### src/rtl/bus_arbiter_rr_pkg.sv
// rtl/bus_arbiter_rr_pkg.sv - shared bus constants, arbiter state encoding and slave_sel slice helper
package bus_arbiter_rr_pkg;

    localparam int BUS_SLAVE_LEN = 2;
    localparam int MAX_MASTERS   = 8;
    localparam int MAX_SLAVE_LEN = 8;
    localparam int SEL_BITS      = MAX_MASTERS * MAX_SLAVE_LEN;

    typedef enum logic [1:0] {
        ARB_IDLE  = 2'd0,
        ARB_GRANT = 2'd1,
        ARB_OWNED = 2'd2
    } arb_state_t;

    // Extract master idx's field from a packed slave_sel bus zero-extended to SEL_BITS.
    function automatic logic [MAX_SLAVE_LEN-1:0] slave_sel_slice(
        input logic [SEL_BITS-1:0] sel,
        input int unsigned         idx,
        input int unsigned         len
    );
        logic [MAX_SLAVE_LEN-1:0] mask;
        mask = (MAX_SLAVE_LEN'(1) << len) - MAX_SLAVE_LEN'(1);
        return MAX_SLAVE_LEN'(sel >> (idx * len)) & mask;
    endfunction

endpackage

### src/rtl/bus_arbiter_rr_rr_pick.sv
// rtl/bus_arbiter_rr_rr_pick.sv - combinational rotating-priority picker
module rr_pick #(
    parameter int N  = 4,
    parameter int IW = $clog2(N)
) (
    input  logic [N-1:0]  i_req,
    input  logic [IW-1:0] i_base,
    output logic [N-1:0]  o_onehot,
    output logic [IW-1:0] o_idx,
    output logic          o_valid
);

    logic [IW-1:0] w_cand;

    always_comb begin
        o_onehot = '0;
        o_idx    = '0;
        o_valid  = 1'b0;
        w_cand   = '0;
        // Walk from i_base upward with wrap; the first requester found wins.
        for (int k = 0; k < N; k++) begin
            w_cand = IW'((int'(i_base) + k) % N);
            if (!o_valid && i_req[w_cand]) begin
                o_valid          = 1'b1;
                o_onehot[w_cand] = 1'b1;
                o_idx            = w_cand;
            end
        end
    end

endmodule

### src/rtl/bus_arbiter_rr.sv
// rtl/bus_arbiter_rr.sv - N-master round-robin bus arbiter with split parking and hold timeout
module bus_arbiter_rr
    import bus_arbiter_rr_pkg::*;
#(
    parameter int NUM_MASTERS = 4,
    parameter int SLAVE_LEN   = BUS_SLAVE_LEN,
    parameter int TIMEOUT_LEN = 8,
    parameter int TIMEOUT_MAX = 200
) (
    input  logic                             clk,
    input  logic                             reset,
    input  logic [NUM_MASTERS-1:0]           request,
    input  logic [NUM_MASTERS*SLAVE_LEN-1:0] slave_sel,
    input  logic                             trans_done,
    input  logic                             split_req,
    input  logic [2**SLAVE_LEN-1:0]          split_resume,
    output logic [NUM_MASTERS-1:0]           grant,
    output logic [$clog2(NUM_MASTERS)-1:0]   grant_id,
    output logic [SLAVE_LEN-1:0]             grant_slave,
    output logic                             arbiter_busy,
    output logic                             bus_busy,
    output logic [NUM_MASTERS-1:0]           split_pending,
    output logic                             timeout
);

    localparam int IW = $clog2(NUM_MASTERS);

    arb_state_t               r_state, w_next_state;
    logic [NUM_MASTERS-1:0]   r_grant;
    logic [IW-1:0]            r_grant_id, r_last_owner, w_base;
    logic [SLAVE_LEN-1:0]     r_grant_slave;
    logic [SLAVE_LEN-1:0]     r_split_slave [NUM_MASTERS];
    logic [NUM_MASTERS-1:0]   r_split_pending, r_resume;
    logic [TIMEOUT_LEN-1:0]   r_count, w_count_inc;
    logic                     r_timeout;

    logic [NUM_MASTERS-1:0]   w_eligible, w_resumed;
    logic [NUM_MASTERS-1:0]   w_res_oh, w_elig_oh, w_pick_oh;
    logic [IW-1:0]            w_res_idx, w_elig_idx, w_pick_idx;
    logic                     w_res_valid, w_elig_valid;
    logic [SEL_BITS-1:0]      w_sel_ext;
    logic                     w_owned, w_done, w_park, w_expire, w_release, w_start;

    assign w_base     = (r_last_owner == IW'(NUM_MASTERS - 1)) ? '0 : r_last_owner + 1'b1;
    assign w_eligible = request & ~r_split_pending;
    assign w_resumed  = w_eligible & r_resume;

    rr_pick #(.N(NUM_MASTERS)) u_pick_resumed (
        .i_req    (w_resumed),
        .i_base   (w_base),
        .o_onehot (w_res_oh),
        .o_idx    (w_res_idx),
        .o_valid  (w_res_valid)
    );

    rr_pick #(.N(NUM_MASTERS)) u_pick_eligible (
        .i_req    (w_eligible),
        .i_base   (w_base),
        .o_onehot (w_elig_oh),
        .o_idx    (w_elig_idx),
        .o_valid  (w_elig_valid)
    );

    // Resumed masters are a subset of eligible ones, so eligible validity covers both.
    assign w_pick_oh  = w_res_valid ? w_res_oh  : w_elig_oh;
    assign w_pick_idx = w_res_valid ? w_res_idx : w_elig_idx;

    always_comb begin
        w_sel_ext = '0;
        w_sel_ext[NUM_MASTERS*SLAVE_LEN-1:0] = slave_sel;
    end

    assign w_owned     = (r_state == ARB_OWNED);
    assign w_done      = trans_done | ~request[r_grant_id];
    assign w_park      = split_req & ~w_done;
    assign w_count_inc = (r_count == '1) ? r_count : r_count + 1'b1;
    assign w_expire    = (TIMEOUT_MAX != 0) && (int'(w_count_inc) == TIMEOUT_MAX) && !w_done && !w_park;
    assign w_release   = w_owned & (w_done | w_park | w_expire);
    assign w_start     = (r_state == ARB_IDLE) & w_elig_valid;

    always_ff @(posedge clk or posedge reset) begin
        if (reset) r_state <= ARB_IDLE;
        else       r_state <= w_next_state;
    end

    always_comb begin
        w_next_state = r_state;
        case (r_state)
            ARB_IDLE:  if (w_elig_valid) w_next_state = ARB_GRANT;
            ARB_GRANT: w_next_state = ARB_OWNED;
            ARB_OWNED: if (w_done || w_park || w_expire) w_next_state = ARB_IDLE;
            default:   w_next_state = ARB_IDLE;
        endcase
    end

    always_comb begin
        arbiter_busy = (r_state == ARB_GRANT);
        bus_busy     = (r_state == ARB_OWNED);
    end

    always_ff @(posedge clk or posedge reset) begin
        if (reset) begin
            r_grant         <= '0;
            r_grant_id      <= '0;
            r_grant_slave   <= '0;
            r_last_owner    <= IW'(NUM_MASTERS - 1);
            r_count         <= '0;
            r_timeout       <= 1'b0;
            r_split_pending <= '0;
            r_resume        <= '0;
            for (int i = 0; i < NUM_MASTERS; i++) r_split_slave[i] <= '0;
        end else begin
            r_timeout <= w_owned & w_expire;
            if (r_state == ARB_GRANT) r_count <= '0;
            else if (w_owned)         r_count <= w_count_inc;

            for (int i = 0; i < NUM_MASTERS; i++) begin
                if (r_split_pending[i] && split_resume[r_split_slave[i]]) begin
                    r_split_pending[i] <= 1'b0;
                    r_resume[i]        <= 1'b1;
                end
            end

            if (w_start) begin
                r_grant       <= w_pick_oh;
                r_grant_id    <= w_pick_idx;
                r_grant_slave <= SLAVE_LEN'(slave_sel_slice(w_sel_ext, int'(w_pick_idx), SLAVE_LEN));
                r_last_owner  <= w_pick_idx;
            end else if (w_release) begin
                r_grant               <= '0;
                r_grant_id            <= '0;
                r_grant_slave         <= '0;
                r_resume[r_grant_id]  <= 1'b0;
                // Parking is written after the resume scan so a same-cycle resume cannot unpark it.
                if (w_park) begin
                    r_split_pending[r_grant_id] <= 1'b1;
                    r_split_slave[r_grant_id]   <= r_grant_slave;
                end
            end
        end
    end

    assign grant         = r_grant;
    assign grant_id      = r_grant_id;
    assign grant_slave   = r_grant_slave;
    assign split_pending = r_split_pending;
    assign timeout       = r_timeout;

endmodule

### config.mk
export PLATFORM = sky130hd
export DESIGN_NAME = bus_arbiter_rr
export DESIGN_NICKNAME = d
export VERILOG_FILES = /design/src/rtl/bus_arbiter_rr_pkg.sv /design/src/rtl/bus_arbiter_rr_rr_pick.sv /design/src/rtl/bus_arbiter_rr.sv
export SDC_FILE = /design/constraint.sdc
export NUM_CORES = 1
export LEC_CHECK = 0
export CORE_AREA = 2 2 85 87
export CTS_CLUSTER_SIZE = 30
export DETAILED_ROUTE_END_ITERATION = 7
export DIE_AREA = 0 0 87 89
export GPL_TIMING_DRIVEN = 0
export PLACE_DENSITY = 0.6
export SYNTH_ARGS = -nofsm -noshare
export SYNTH_HDL_FRONTEND = slang
export SYNTH_SLANG_ARGS = --single-unit
### constraint.sdc
create_clock -name clk -period 4 [get_ports clk]
set_clock_uncertainty 0.15 [all_clocks]
set_input_delay 0.8 -clock clk [delete_from_list [all_inputs] [get_ports clk]]
set_output_delay 0.8 -clock clk [all_outputs]
set_load 0.01 [all_outputs]
---- After elaboration in Yosys (flattened, before gate mapping) ----
Cells that the tools add are included.
cells by class
  $add $sub $neg .......................... 5
  order comparisons ....................... 16
  equality and inequality tests ........... 7
  shift-type cells ........................ 1
  mux-type cells .......................... 90
  bitwise logic cells ..................... 23
  reduce and logical (&&, ||, !) cells .... 33
operators by type and width
  operator               number
  $mux W4                16
  $mux W1                34
  $mux W2                16
  $or A4 B4 Y4           7
  $lt A2 B3 Y1 const B   9
  $bmux W1 S2            13
  $mux W8                3
  $logic_and A1 B1 Y1    18
  $and A4 B4 Y4          3
  $demux W1 S2           5
  $ge A2 B1 Y1 const B   5
  $add A8 B1 Y8 const B  1
  $bwmux W8              1
  $eq A8 B7 Y1 const B   1
  $eq A8 B8 Y1 const B   1
  $logic_not A1 Y1       8
  $not A4 Y4             2
  $shr A8 B3 Y2          1
  $pmux W2 S3            1
  $add A2 B1 Y2 const B  2
  $add A2 B2 Y2 const B  2
  $and A1 B1 Y1          4
  $demux W2 S2           1
  $eq A2 B2 Y1 const B   2
  other kinds (13)       19
storage, ports and cells
  flip-flop bits (word level) ............. 37
  bits of input ports ..................... 20

---- Longest topological paths before layout ----
Gate-level depths: netlist (run 1).
  depth after elaboration ................. 18
  gate-level depth with buffers ........... 11
  mapped depth without buffers ............ 10

---- Cells and area by module ----
Synthesis (run 1) repeated with hierarchy kept, for this count alone.
second synthesis, totals
  cells, all modules ...................... 295
  area, all modules ....................... 3026.7 µm²
modules (own cells, without submodules)
  module          times used  cells each  area an instance (µm²)
  bus_arbiter_rr  1           205         2183.3
  rr_pick         2           45          421.7

---- Worst setup path before layout (run 1) ----
No wires, ideal clock.
  path kind ............................... register to register
  start point ............................. reg r_last_owner[0]
  end point ............................... reg r_grant_slave[0], in the netlist grant_slave[0]
  arrival ................................. 2550 ps
  data required time ...................... 3712 ps
  path slack .............................. 1162 ps
  cell stages (with the launch flop) ...... 10
  buffers on the path ..................... 0
  clock period less this slack ............ 2838 ps
  cell sequence ........................... dfstp_2 -> inv_1 -> ha_1 -> nor2_1 -> mux2i_1 -> and3_4 -> o32a_4 -> o221ai_4 -> mux2i_1 -> o221ai_1
between the ends
  word-level cells in the longest chain between the ends .. 17
  elaborated cells between the ends (all ways) .. 55
ends and longest elaborated chain
  what                                                                    line                   source
  from (decl)                                                             bus_arbiter_rr.sv:30   logic [IW-1:0] r_grant_id, r_last_owner, w_base;
  from (signal assigned)                                                  bus_arbiter_rr.sv:106  r_last_owner <= IW'(NUM_MASTERS - 1);
  from (signal assigned)                                                  bus_arbiter_rr.sv:128  r_last_owner <= w_pick_idx;
  $add A2 B1 Y2 or $eq A2 B2 Y1 (tied branches)                           bus_arbiter_rr.sv:44   assign w_base = (r_last_owner == IW'(NUM_MASTERS - 1)) ? '0 : r_last_owner + 1'b1;
  $mux W2 (*)                                                             bus_arbiter_rr.sv:44
  parallel branches: the longest is 15 deep, another holds $add A2 B1 Y2  --
  to (signal assigned)                                                    bus_arbiter_rr.sv:127  r_grant_slave <= SLAVE_LEN'(slave_sel_slice(w_sel_ext, int'(w_pick_idx), SLAVE_LEN));
  to (decl)                                                               bus_arbiter_rr.sv:31   logic [SLAVE_LEN-1:0] r_grant_slave;
Every way passes the cells marked *. The select of a mux whose other input is x is not followed.
A chain may end at the register's enable or synchronous reset.

---- Final worst setup path (run 1) ----
Ends and elaborated chain as after synthesis.

==> impl_metrics.env, run 1 <==
export IMPL_port_buffers=34
export IMPL_tns_ns=0
export IMPL_insertion_delay_ns=0.30
export IMPL_vias=2436
export IMPL_numCtsBuffers=5
export IMPL_place_inst=409
export IMPL_dpl_hpwl_mm=5.16
export IMPL_synth_most_common_cell="dfrtp_1"
export IMPL_cts_sinks=37
export IMPL_die_y_um=89
export IMPL_place_congestion=0.811
export IMPL_cts_clk_slew_worst_paths_ns=0.09
export IMPL_rsz0062_at_grt="false"
export IMPL_peakVddDrop_mv=0.363
export IMPL_tightestPinTransition_ns=0.765
export IMPL_antenna_found_initial=0
export IMPL_period_share=0.852
export IMPL_fin_nets=368
export IMPL_grt_pass1_vias=2387
export IMPL_syn_nets=327
export IMPL_hold_viol=0
export IMPL_first_iter_violations=86
export IMPL_max_freq_ghz=0.293
export IMPL_setup_viol=0
export IMPL_min_period_ns=3.41
export IMPL_clk_path_buf_depth=2
export IMPL_worst_hold_slack_ns=0.352
export IMPL_track_usage=0.185
export IMPL_drv_cap=0
export IMPL_start_kind="flip-flop"
export IMPL_synth_flop_cell="dfrtp_1"
export IMPL_power_density_nw_per_um2=829
export IMPL_ys_top_cells_by_count="35 x dfrtp_1, 28 x nand2_1, 26 x nor2_1, 17 x inv_1, 15 x o21ai_0"
export IMPL_yosysWarnings=0
export IMPL_synth_edf_count=0
export IMPL_arrival_ns=3.46
export IMPL_routed_wl_mm=6.66
export IMPL_synth_seq_area_share=0.329
export IMPL_htreeDepth=2
export IMPL_io_pins=35
export IMPL_synth_top_area_frac=0.310
export IMPL_maxSlewViolCount=0
export IMPL_holdCritPathClass="reg2reg"
export IMPL_drive_above_1_share=0.128
export IMPL_cts_resized=0
export IMPL_initial_core_util=0.420
export IMPL_grt_max_degree=38
export IMPL_ant_nets=0
export IMPL_cts_tree="built"
export IMPL_async_flop_share=1.00
export IMPL_synthDistinctLibCells=58
export IMPL_fp_dieW_um=87
export IMPL_syn_inst=295
export IMPL_finish_instance_area_um2=3370
export IMPL_place_area_um2=3260
export IMPL_power_uw=2800
export IMPL_root_buffer="clkbuf_8"
export IMPL_synth_largest_area_cell="dfrtp_1"
export IMPL_layout_cells_non_filler=417
export IMPL_syn_area_per_cell_um2=9.56
export IMPL_maxSlewHeadroom=0.489
export IMPL_cts_hold_buf=0
export IMPL_grt_overflow_total=0
export IMPL_fp_coreArea_um2=6720
export IMPL_dr_pass1_iters=6
export IMPL_wl_per_cell_um=16.0
export IMPL_crit_path_max_fanout=9
export IMPL_syn2layout_area_growth_pct=19.6
export IMPL_grt_pass1_wl_mm=11.4
export IMPL_ys_seq_elements=37
export IMPL_cts_setup_buffers=0
export IMPL_rows=30
export IMPL_required_ns=4.05
export IMPL_worstSetupPathType="reg2reg"
export IMPL_p_leak_uw=0.00141
export IMPL_cp_end_kind="flip-flop"
export IMPL_status="finished clean"
export IMPL_ys_top_cells_by_area="dfrtp_1 31%, mux4_2 5.6%, ha_1 5.3%, mux2i_1 3.9%, nand2_1 3.7%"
export IMPL_syn_area_um2=2820
export IMPL_dieArea_um2=7740
export IMPL_drcViolationCount=0
export IMPL_diodes=0
export IMPL_vias_per_cell=5.84
==> per-layer routing <==
metal,part of all wire,global-route usage,vias up
li1,-,-,1195
met1,0.46,0.244,1166
met2,0.48,0.311,61
met3,0.040,0.0295,14
met4,0.020,0.0639,0
met5,0,0,-
==> state kept, by name (all words and copies together) (netlist names) <==
| register | cells |
|---|---|
| r_resume | 4 |
| r_count | 8 |
| grant | 4 |
| r_last_owner | 2 |
| r_split_slave | 8 |
| timeout | 1 |
| r_state | 2 |
| grant_id | 2 |
| split_pending | 4 |
| grant_slave | 2 |
==> final cells by class <==
cell class	count	area, um2
Fill cell	632	3350
Multi-Input combinational cell	230	1760
Sequential cell	37	928
Timing Repair Buffer	34	340
Tap cell	80	100
Clock buffer	6	72.6
Buffer	11	66.3
Inverter	17	63.8
Clock inverter	2	38.8
==> final timing paths <==
| path | from | endpoint | slack, ns | cells after the start |
|---|---|---|---|---|
| min in group asynchronous | reset | r_resume[3] | 0.80 | 2 |
| worst max register to register | r_last_owner[0] | grant_slave[0] | 0.59 | 11 |
| worst min-delay path | grant[2] | grant[2] | 0.35 | 1 |
| worst max-delay path | r_last_owner[0] | grant_slave[0] | 0.59 | 11 |
| max in group asynchronous | reset | r_count[3] | 2.40 | 2 |
| worst min register to register | grant[2] | grant[2] | 0.35 | 1 |
==> cells by family (layout without fill, tap and decap cells) <==
kind of cell / Yosys count / in the layout / share of synthesized area
AO/OA/AOI/OAI: 80 / 80 / 0.214
adder cells (fa/ha/maj): 12 / 12 / 0.0532
flip-flops: 37 / 37 / 0.329
buffers and inverters: 28 / 70 / 0.0461
multiplexers: 31 / 31 / 0.157
AND/OR/NAND/NOR: 107 / 107 / 0.200
==> worst max-delay path: stages, from the launching register on <==
cell	delay (ns)
dfstp_2	0.62
inv_1	0.11
ha_1	0.29
nor2_1	0.53
nand2_1	0.11
a21oi_1	0.15
o21ai_0	0.19
and2_1	0.23
clkbuf_1	0.18
nor2_1	0.54
nand2_1	0.13
o221ai_1	0.09
==> through the flow <==
| step | util | setup WS [ns] |
|---|---|---|
| CTS | 0.502 | 0.583 |
| floorplan | - | 1.16 |
| global placement | 0.485 | 0.472 |
| global route | 0.502 | 0.309 |
| detailed placement | 0.485 | 0.421 |
| finish | 0.502 | 0.590 |
==> power by group <==
part | total (uW) | leakage [uW] | internal [uW] | switching, uW
registers | 629 | 0.000488 | 513 | 116
clock network | 327 | 0.0000554 | 187 | 140
logic | 1840 | 0.000862 | 818 | 1020
total | 2800 | 0.00141 | 1520 | 1280
==> cell usage in the layout (no fill, tap or decap), types with 4 or more instances in the layout <==
cell type / instances
nor2_2: 6
mux2_1: 8
a22oi_1: 4
dfrtp_1: 35
nand3_1: 14
clkdlybuf4s50_1: 34
clkbuf_8: 5
o21ai_0: 15
o22ai_1: 5
a222oi_1: 4
o211ai_1: 7
a32o_1: 5
o221ai_1: 4
nand2b_1: 5
clkbuf_1: 6
ha_1: 12
inv_1: 16
nor2_1: 26
a21oi_1: 14
mux2i_1: 11
nand2_1: 28
mux4_2: 7
No activity file was read; power rests on OpenSTA's default activity.
==> inputs of run 2 (changes only) <==
--- a/config.mk
+++ b/config.mk
@@ -5,12 +5,13 @@
 export SDC_FILE = /design/constraint.sdc
 export NUM_CORES = 1
 export LEC_CHECK = 0
-export CORE_AREA = 2 2 85 87
+export ABC_CLOCK_PERIOD_IN_PS = 4000
+export CORE_AREA = 2 2 79 81
 export CTS_CLUSTER_SIZE = 30
 export DETAILED_ROUTE_END_ITERATION = 7
-export DIE_AREA = 0 0 87 89
+export DIE_AREA = 0 0 81 83
 export GPL_TIMING_DRIVEN = 0
-export PLACE_DENSITY = 0.6
+export PLACE_DENSITY = 0.69
 export SYNTH_ARGS = -nofsm -noshare
 export SYNTH_HDL_FRONTEND = slang
 export SYNTH_SLANG_ARGS = --single-unit
==> run 2 against run 1 <==
Via count barely moved. Combinational power barely moved. Power rose by 0.58%. Clock power rose by 2%. Maximum frequency fell by 0.71%. First-iteration DRC count rose by 62%. Sequential share of layout area barely moved. Global-route usage rose by 3.1 points. Worst setup slack got worse by 0.024 ns. Register-to-register slack got worse by 0.02 ns. Sequential power rose by 1%. Critical endpoint unchanged. Largest cell class unchanged. Highest routed layer unchanged.
==> impl_metrics.env, run 2 (synthesis results as in run 1) <==
export IMPL_status="finished clean"
export IMPL_vias_per_cell=5.92
export IMPL_worst_hold_slack_ns=0.352
export IMPL_ant_nets=0
export IMPL_tightestPinTransition_ns=0.767
export IMPL_crit_path_max_fanout=9
export IMPL_tns_ns=0
export IMPL_port_buffers=34
export IMPL_worstSetupPathType="reg2reg"
export IMPL_place_area_um2=3260
export IMPL_multi_input_area_um2=1760
export IMPL_rows=28
export IMPL_largestRegisters="r_count x8, r_split_slave x8"
export IMPL_slowest_stage="dfstp_2"
export IMPL_maxSlewViolCount=0
export IMPL_die_y_um=83
export IMPL_hold_viol=0
export IMPL_reg2reg_slack_ns=0.57
export IMPL_htreeDepth=2
export IMPL_grt_max_degree=38
export IMPL_antenna_found_initial=0
export IMPL_peakVddDrop_mv=0.421
export IMPL_maxSlewHeadroom=0.488
export IMPL_period_share=0.859
export IMPL_dieArea_um2=6720
export IMPL_fp_dieW_um=81
export IMPL_fillers=560
export IMPL_numCtsBuffers=5
export IMPL_cts_hold_buf=0
export IMPL_fin_nets=368
export IMPL_first_iter_violations=139
export IMPL_clk_path_buf_depth=2
export IMPL_slowest_delay_ns=0.63
export IMPL_insertion_delay_ns=0.29
export IMPL_cp_cell_sequence="inv_1, ha_1, nor2_1, nand2_1, a21oi_1, o21ai_0, and2_1, clkbuf_1, nor2_1, nand2_1, o221ai_1"
export IMPL_min_period_ns=3.43
export IMPL_layout_cells_non_filler=412
export IMPL_vias=2438
export IMPL_cts_tree="built"
export IMPL_arrival_ns=3.48
export IMPL_drcViolationCount=0
export IMPL_finish_instance_area_um2=3370
export IMPL_p_leak_uw=0.00141
export IMPL_cp_end_kind="flip-flop"
export IMPL_start_kind="flip-flop"
export IMPL_io_pins=35
export IMPL_dpl_hpwl_mm=5.19
export IMPL_cts_setup_buffers=0
export IMPL_dr_pass1_iters=5
export IMPL_fp_coreArea_um2=5820
export IMPL_required_ns=4.05
export IMPL_fin_ws_ns=0.566
export IMPL_place_congestion=0.838
export IMPL_drive_above_1_share=0.128
export IMPL_seq_area_um2=928
export IMPL_track_usage=0.216
export IMPL_max_freq_ghz=0.291
export IMPL_setup_viol=0
export IMPL_power_density_nw_per_um2=835
export IMPL_grt_pass1_vias=2410
export IMPL_holdCritPathClass="reg2reg"
export IMPL_initial_core_util=0.485
export IMPL_syn2layout_area_growth_pct=19.5
export IMPL_routed_wl_mm=6.76
export IMPL_grt_overflow_total=0
export IMPL_dp_worst_setup_slack_ns=0.477
export IMPL_grt_pass1_wl_mm=11.6
export IMPL_root_buffer="clkbuf_8"
export IMPL_layout_commonest_cell="dfrtp_1"
export IMPL_place_inst=404
export IMPL_drv_cap=0
export IMPL_diodes=0
export IMPL_cts_resized=0
export IMPL_wl_per_cell_um=16.4
export IMPL_final_cell_mix="35 x dfrtp_1, 34 x clkdlybuf4s50_1, 28 x nand2_1"
export IMPL_rsz0062_at_grt="false"
export IMPL_cts_sinks=37
export IMPL_critPathBufInv=2
export IMPL_cp_top_family="simple AND/OR/NAND/NOR gates"
export IMPL_cts_clk_slew_worst_paths_ns=0.07
[run 2: cell count changes in the layout (fill, tap and decap cells not counted), sizes merged]
| cell | change |
|---|---|
| clkinv | -1 |
| clkbuf | +1 |
[run 2: worst register-to-register path, cell delays in order (launching register included)]
cell and delay [ns]:
dfstp_2 0.63, inv_1 0.12, ha_1 0.30, nor2_1 0.51, nand2_1 0.11, a21oi_1 0.15, o21ai_0 0.20, and2_1 0.23
clkbuf_1 0.18, nor2_1 0.54, nand2_1 0.14, o221ai_1 0.09
[run 2: path summary, 6_finish.rpt]
check                                 start          endpoint  cells past startpoint
min in group asynchronous             reset        r_count[1]                      2
max in group asynchronous             reset          grant[1]                      2
setup / recovery            r_last_owner[0]    grant_slave[0]                     11
setup reg to reg            r_last_owner[0]    grant_slave[0]                     11
hold / removal             r_split_slave[5]  r_split_slave[5]                      1
hold reg to reg            r_split_slave[5]  r_split_slave[5]                      1
[run 2: metrics by stage]
stage	power, uW	utilization
after floorplan	2010	-
after global placement	2430	0.560
after detailed placement	2480	0.560
after CTS	2820	0.580
after global routing	3060	0.580
final	2810	0.580
[run 2: final cells by class]
class                           count  share of cell area
Buffer                             11              0.0197
Clock buffer                        7              0.0256
Tap cell                           75              0.0278
Sequential cell                    37               0.275
Inverter                           17              0.0189
Multi-Input combinational cell    230               0.523
Clock inverter                      1             0.00891
Timing Repair Buffer               34               0.101
[run 2: routing by layer]
| metal | GRT usage | part of all wire | routed length [um] | up-vias |
|---|---|---|---|---|
| met5 | 0 | 0 | 0 | - |
| met4 | 0.0493 | 0.0077 | 52 | 0 |
| met3 | 0.0391 | 0.038 | 256 | 5 |
| met2 | 0.356 | 0.49 | 3340 | 52 |
| met1 | 0.293 | 0.46 | 3110 | 1186 |
| li1 | - | - | - | 1195 |
[run 2: where the power goes]
| part | switching, uW | leakage [uW] | internal (uW) |
|---|---|---|---|
| clock network | 130 | 0.0000585 | 203 |
| logic | 1030 | 0.000862 | 819 |
| registers | 123 | 0.000488 | 513 |
==> inputs of run 3 (changes only) <==
--- a/config.mk
+++ b/config.mk
@@ -6,12 +6,12 @@
 export NUM_CORES = 1
 export LEC_CHECK = 0
 export ABC_CLOCK_PERIOD_IN_PS = 4000
-export CORE_AREA = 2 2 79 81
+export CORE_AREA = 2 2 82 84
 export CTS_CLUSTER_SIZE = 30
 export DETAILED_ROUTE_END_ITERATION = 7
-export DIE_AREA = 0 0 81 83
+export DIE_AREA = 0 0 84 86
 export GPL_TIMING_DRIVEN = 0
-export PLACE_DENSITY = 0.69
+export PLACE_DENSITY = 0.64
 export SYNTH_ARGS = -nofsm -noshare
 export SYNTH_HDL_FRONTEND = slang
 export SYNTH_SLANG_ARGS = --single-unit
==> run 3 against run 2 <==
Critical path depth is the same. Hold slack better by 0.0018 ns. Global-route usage down 2.1 points. Clock power decreased by 14%. Die area up 7.5%. Utilization is 4.5 points lower. Worst setup slack gained 0.091 ns. Final area decreased by 0.37%. Via count rose by 0.78%. Non-clock buffer count unchanged. Power down 1.4%. Final cell count grew 0.49%. Largest power group unchanged.
==> impl_metrics.env, run 3 (synthesis results as in run 1) <==
export IMPL_maxSlewViolCount=0
export IMPL_power_frac_comb=0.668
export IMPL_seq_area_um2=928
export IMPL_p_seq_frac=0.229
export IMPL_io_pins=35
export IMPL_syn2layout_area_growth_pct=19.1
export IMPL_diodes=0
export IMPL_max_freq_ghz=0.299
export IMPL_cts_sinks=37
export IMPL_grt_pass1_vias=2343
export IMPL_setup_viol=0
export IMPL_root_buffer="clkbuf_8"
export IMPL_start_kind="flip-flop"
export IMPL_cp_num_cells=11
export IMPL_min_period_ns=3.34
export IMPL_htreeDepth=2
export IMPL_cts_hold_buf=0
export IMPL_arrival_ns=3.39
export IMPL_r2r_end="grant_slave[0]"
export IMPL_routed_wl_mm=6.63
export IMPL_required_ns=4.05
export IMPL_period_share=0.836
export IMPL_rows=29
export IMPL_fp_coreArea_um2=6280
export IMPL_cp_top_family="simple AND/OR/NAND/NOR gates"
export IMPL_hp_start="r_split_slave[7]"
export IMPL_tns_ns=0
export IMPL_antenna_found_initial=0
export IMPL_place_congestion=0.882
export IMPL_pwr_share_clk=0.103
export IMPL_ant_nets=0
export IMPL_multi_input_area_um2=1760
export IMPL_met3_usage=0.0260
export IMPL_cts_resized=0
export IMPL_cp_endpoint="grant_slave[0]"
export IMPL_worstSetupPathType="reg2reg"
export IMPL_cts_setup_buffers=0
export IMPL_critPathBufInv=2
export IMPL_hold_viol=0
export IMPL_insertion_delay_ns=0.28
export IMPL_clk_path_buf_depth=2
export IMPL_internal_power_uw=1490
export IMPL_layout_cells_non_filler=414
export IMPL_maxSlewHeadroom=0.482
export IMPL_vias_per_cell=5.93
export IMPL_holdCritPathClass="reg2reg"
export IMPL_rsz0062_at_grt="false"
export IMPL_dpl_hpwl_mm=5.15
export IMPL_peakVddDrop_mv=0.423
export IMPL_slowest_delay_ns=0.63
export IMPL_place_inst=406
export IMPL_fillers=590
export IMPL_slowest_stage="dfstp_2"
export IMPL_post_route_util=0.535
export IMPL_first_iter_violations=112
export IMPL_p_switching_uw=1290
export IMPL_crit_path_max_fanout=9
export IMPL_cp_end_kind="flip-flop"
export IMPL_r2r_start="r_last_owner[0]"
export IMPL_fp_dieW_um=84
export IMPL_grt_pass1_wl_mm=11.4
export IMPL_die_y_um=86
export IMPL_cp_cell_sequence="inv_1, ha_1, nor2_1, nand2_1, a21oi_1, o21ai_0, and2_1, clkbuf_1, nor2_1, nand2_1, o221ai_1"
export IMPL_r2r_cells=11
export IMPL_gr_max_usage_layer="met2"
export IMPL_vias=2457
export IMPL_layout_commonest_cell="dfrtp_1"
export IMPL_swShare=0.464
export IMPL_initial_core_util=0.449
export IMPL_track_usage=0.195
export IMPL_power_density_nw_per_um2=826
export IMPL_largestRegisters="r_count x8, r_split_slave x8"
export IMPL_dr_pass1_iters=4
export IMPL_status="finished clean"
export IMPL_final_cell_mix="35 x dfrtp_1, 34 x clkdlybuf4s50_1, 28 x nand2_1"
export IMPL_fin_nets=368
export IMPL_wl_per_cell_um=16.0
export IMPL_tightestPinTransition_ns=0.776
export IMPL_drcViolationCount=0
export IMPL_dieArea_um2=7220
export IMPL_use_met2=0.316
export IMPL_drive_above_1_share=0.131
export IMPL_p_leak_uw=0.00140
export IMPL_drv_cap=0
export IMPL_startpoint="r_last_owner[0]"
export IMPL_cts_clk_slew_worst_paths_ns=0.07
export IMPL_numCtsBuffers=5
export IMPL_grt_max_degree=38
export IMPL_cts_tree="built"
export IMPL_grt_overflow_total=0
export IMPL_reg2reg_slack_ns=0.66
export IMPL_port_buffers=34
export IMPL_met1_usage=0.273
run 3: stage by stage:
step	total power, uW	area (um2)	setup WS (ns)	hold slack [ns]
6_report	2770	3360	0.657	0.353
5_1_grt	3010	3360	0.369	0.393
4_1_cts	2780	3360	0.637	0.354
3_5_place_dp	2480	3260	0.429	0.338
3_3_place_gp	2440	3260	0.499	0.334
2_1_floorplan	2010	2820	1.16	0.317
run 3: power groups by stage:
stage               Clock [uW]  Combinational, uW  Sequential, uW
global route               308               2040             658
global placement             0               1800             637
detailed placement           0               1830             643
finish                     285               1850             636
floorplan                    0               1390             625
CTS                        295               1850             636
run 3: worst register-to-register path: stages, from the launching register on:
cell,delay [ns]
dfstp_2,0.63
inv_1,0.13
ha_1,0.30
nor2_1,0.49
nand2_1,0.11
a21oi_1,0.16
o21ai_0,0.17
and2_1,0.21
clkbuf_1,0.17
nor2_1,0.53
nand2_1,0.12
o221ai_1,0.09
run 3: worst min-delay path by stage:
stage,to,slack [ns],cells after the start
6_report,r_split_slave[7],0.35,1
5_1_grt,grant[0],0.39,1
4_1_cts,r_split_slave[7],0.35,1
3_5_place_dp,r_split_slave[7],0.34,1
3_3_place_gp,r_split_slave[5],0.33,1
2_1_floorplan,r_split_slave[1],0.32,1
run 3: layer usage:
metal | vias up | routed length [um]
met4 | 0 | 79
met3 | 7 | 195
met2 | 47 | 3140
met1 | 1210 | 3220
met5 | - | 0
li1 | 1193 | -
run 3: final cells by class:
| class | instances | area share |
|---|---|---|
| Multi-Input combinational cell | 230 | 0.525 |
| Sequential cell | 37 | 0.276 |
| Timing Repair Buffer | 34 | 0.101 |
| Clock buffer | 7 | 0.0287 |
| Tap cell | 77 | 0.0287 |
| Buffer | 11 | 0.0197 |
| Inverter | 17 | 0.0190 |
| Clock inverter | 1 | 0.00149 |
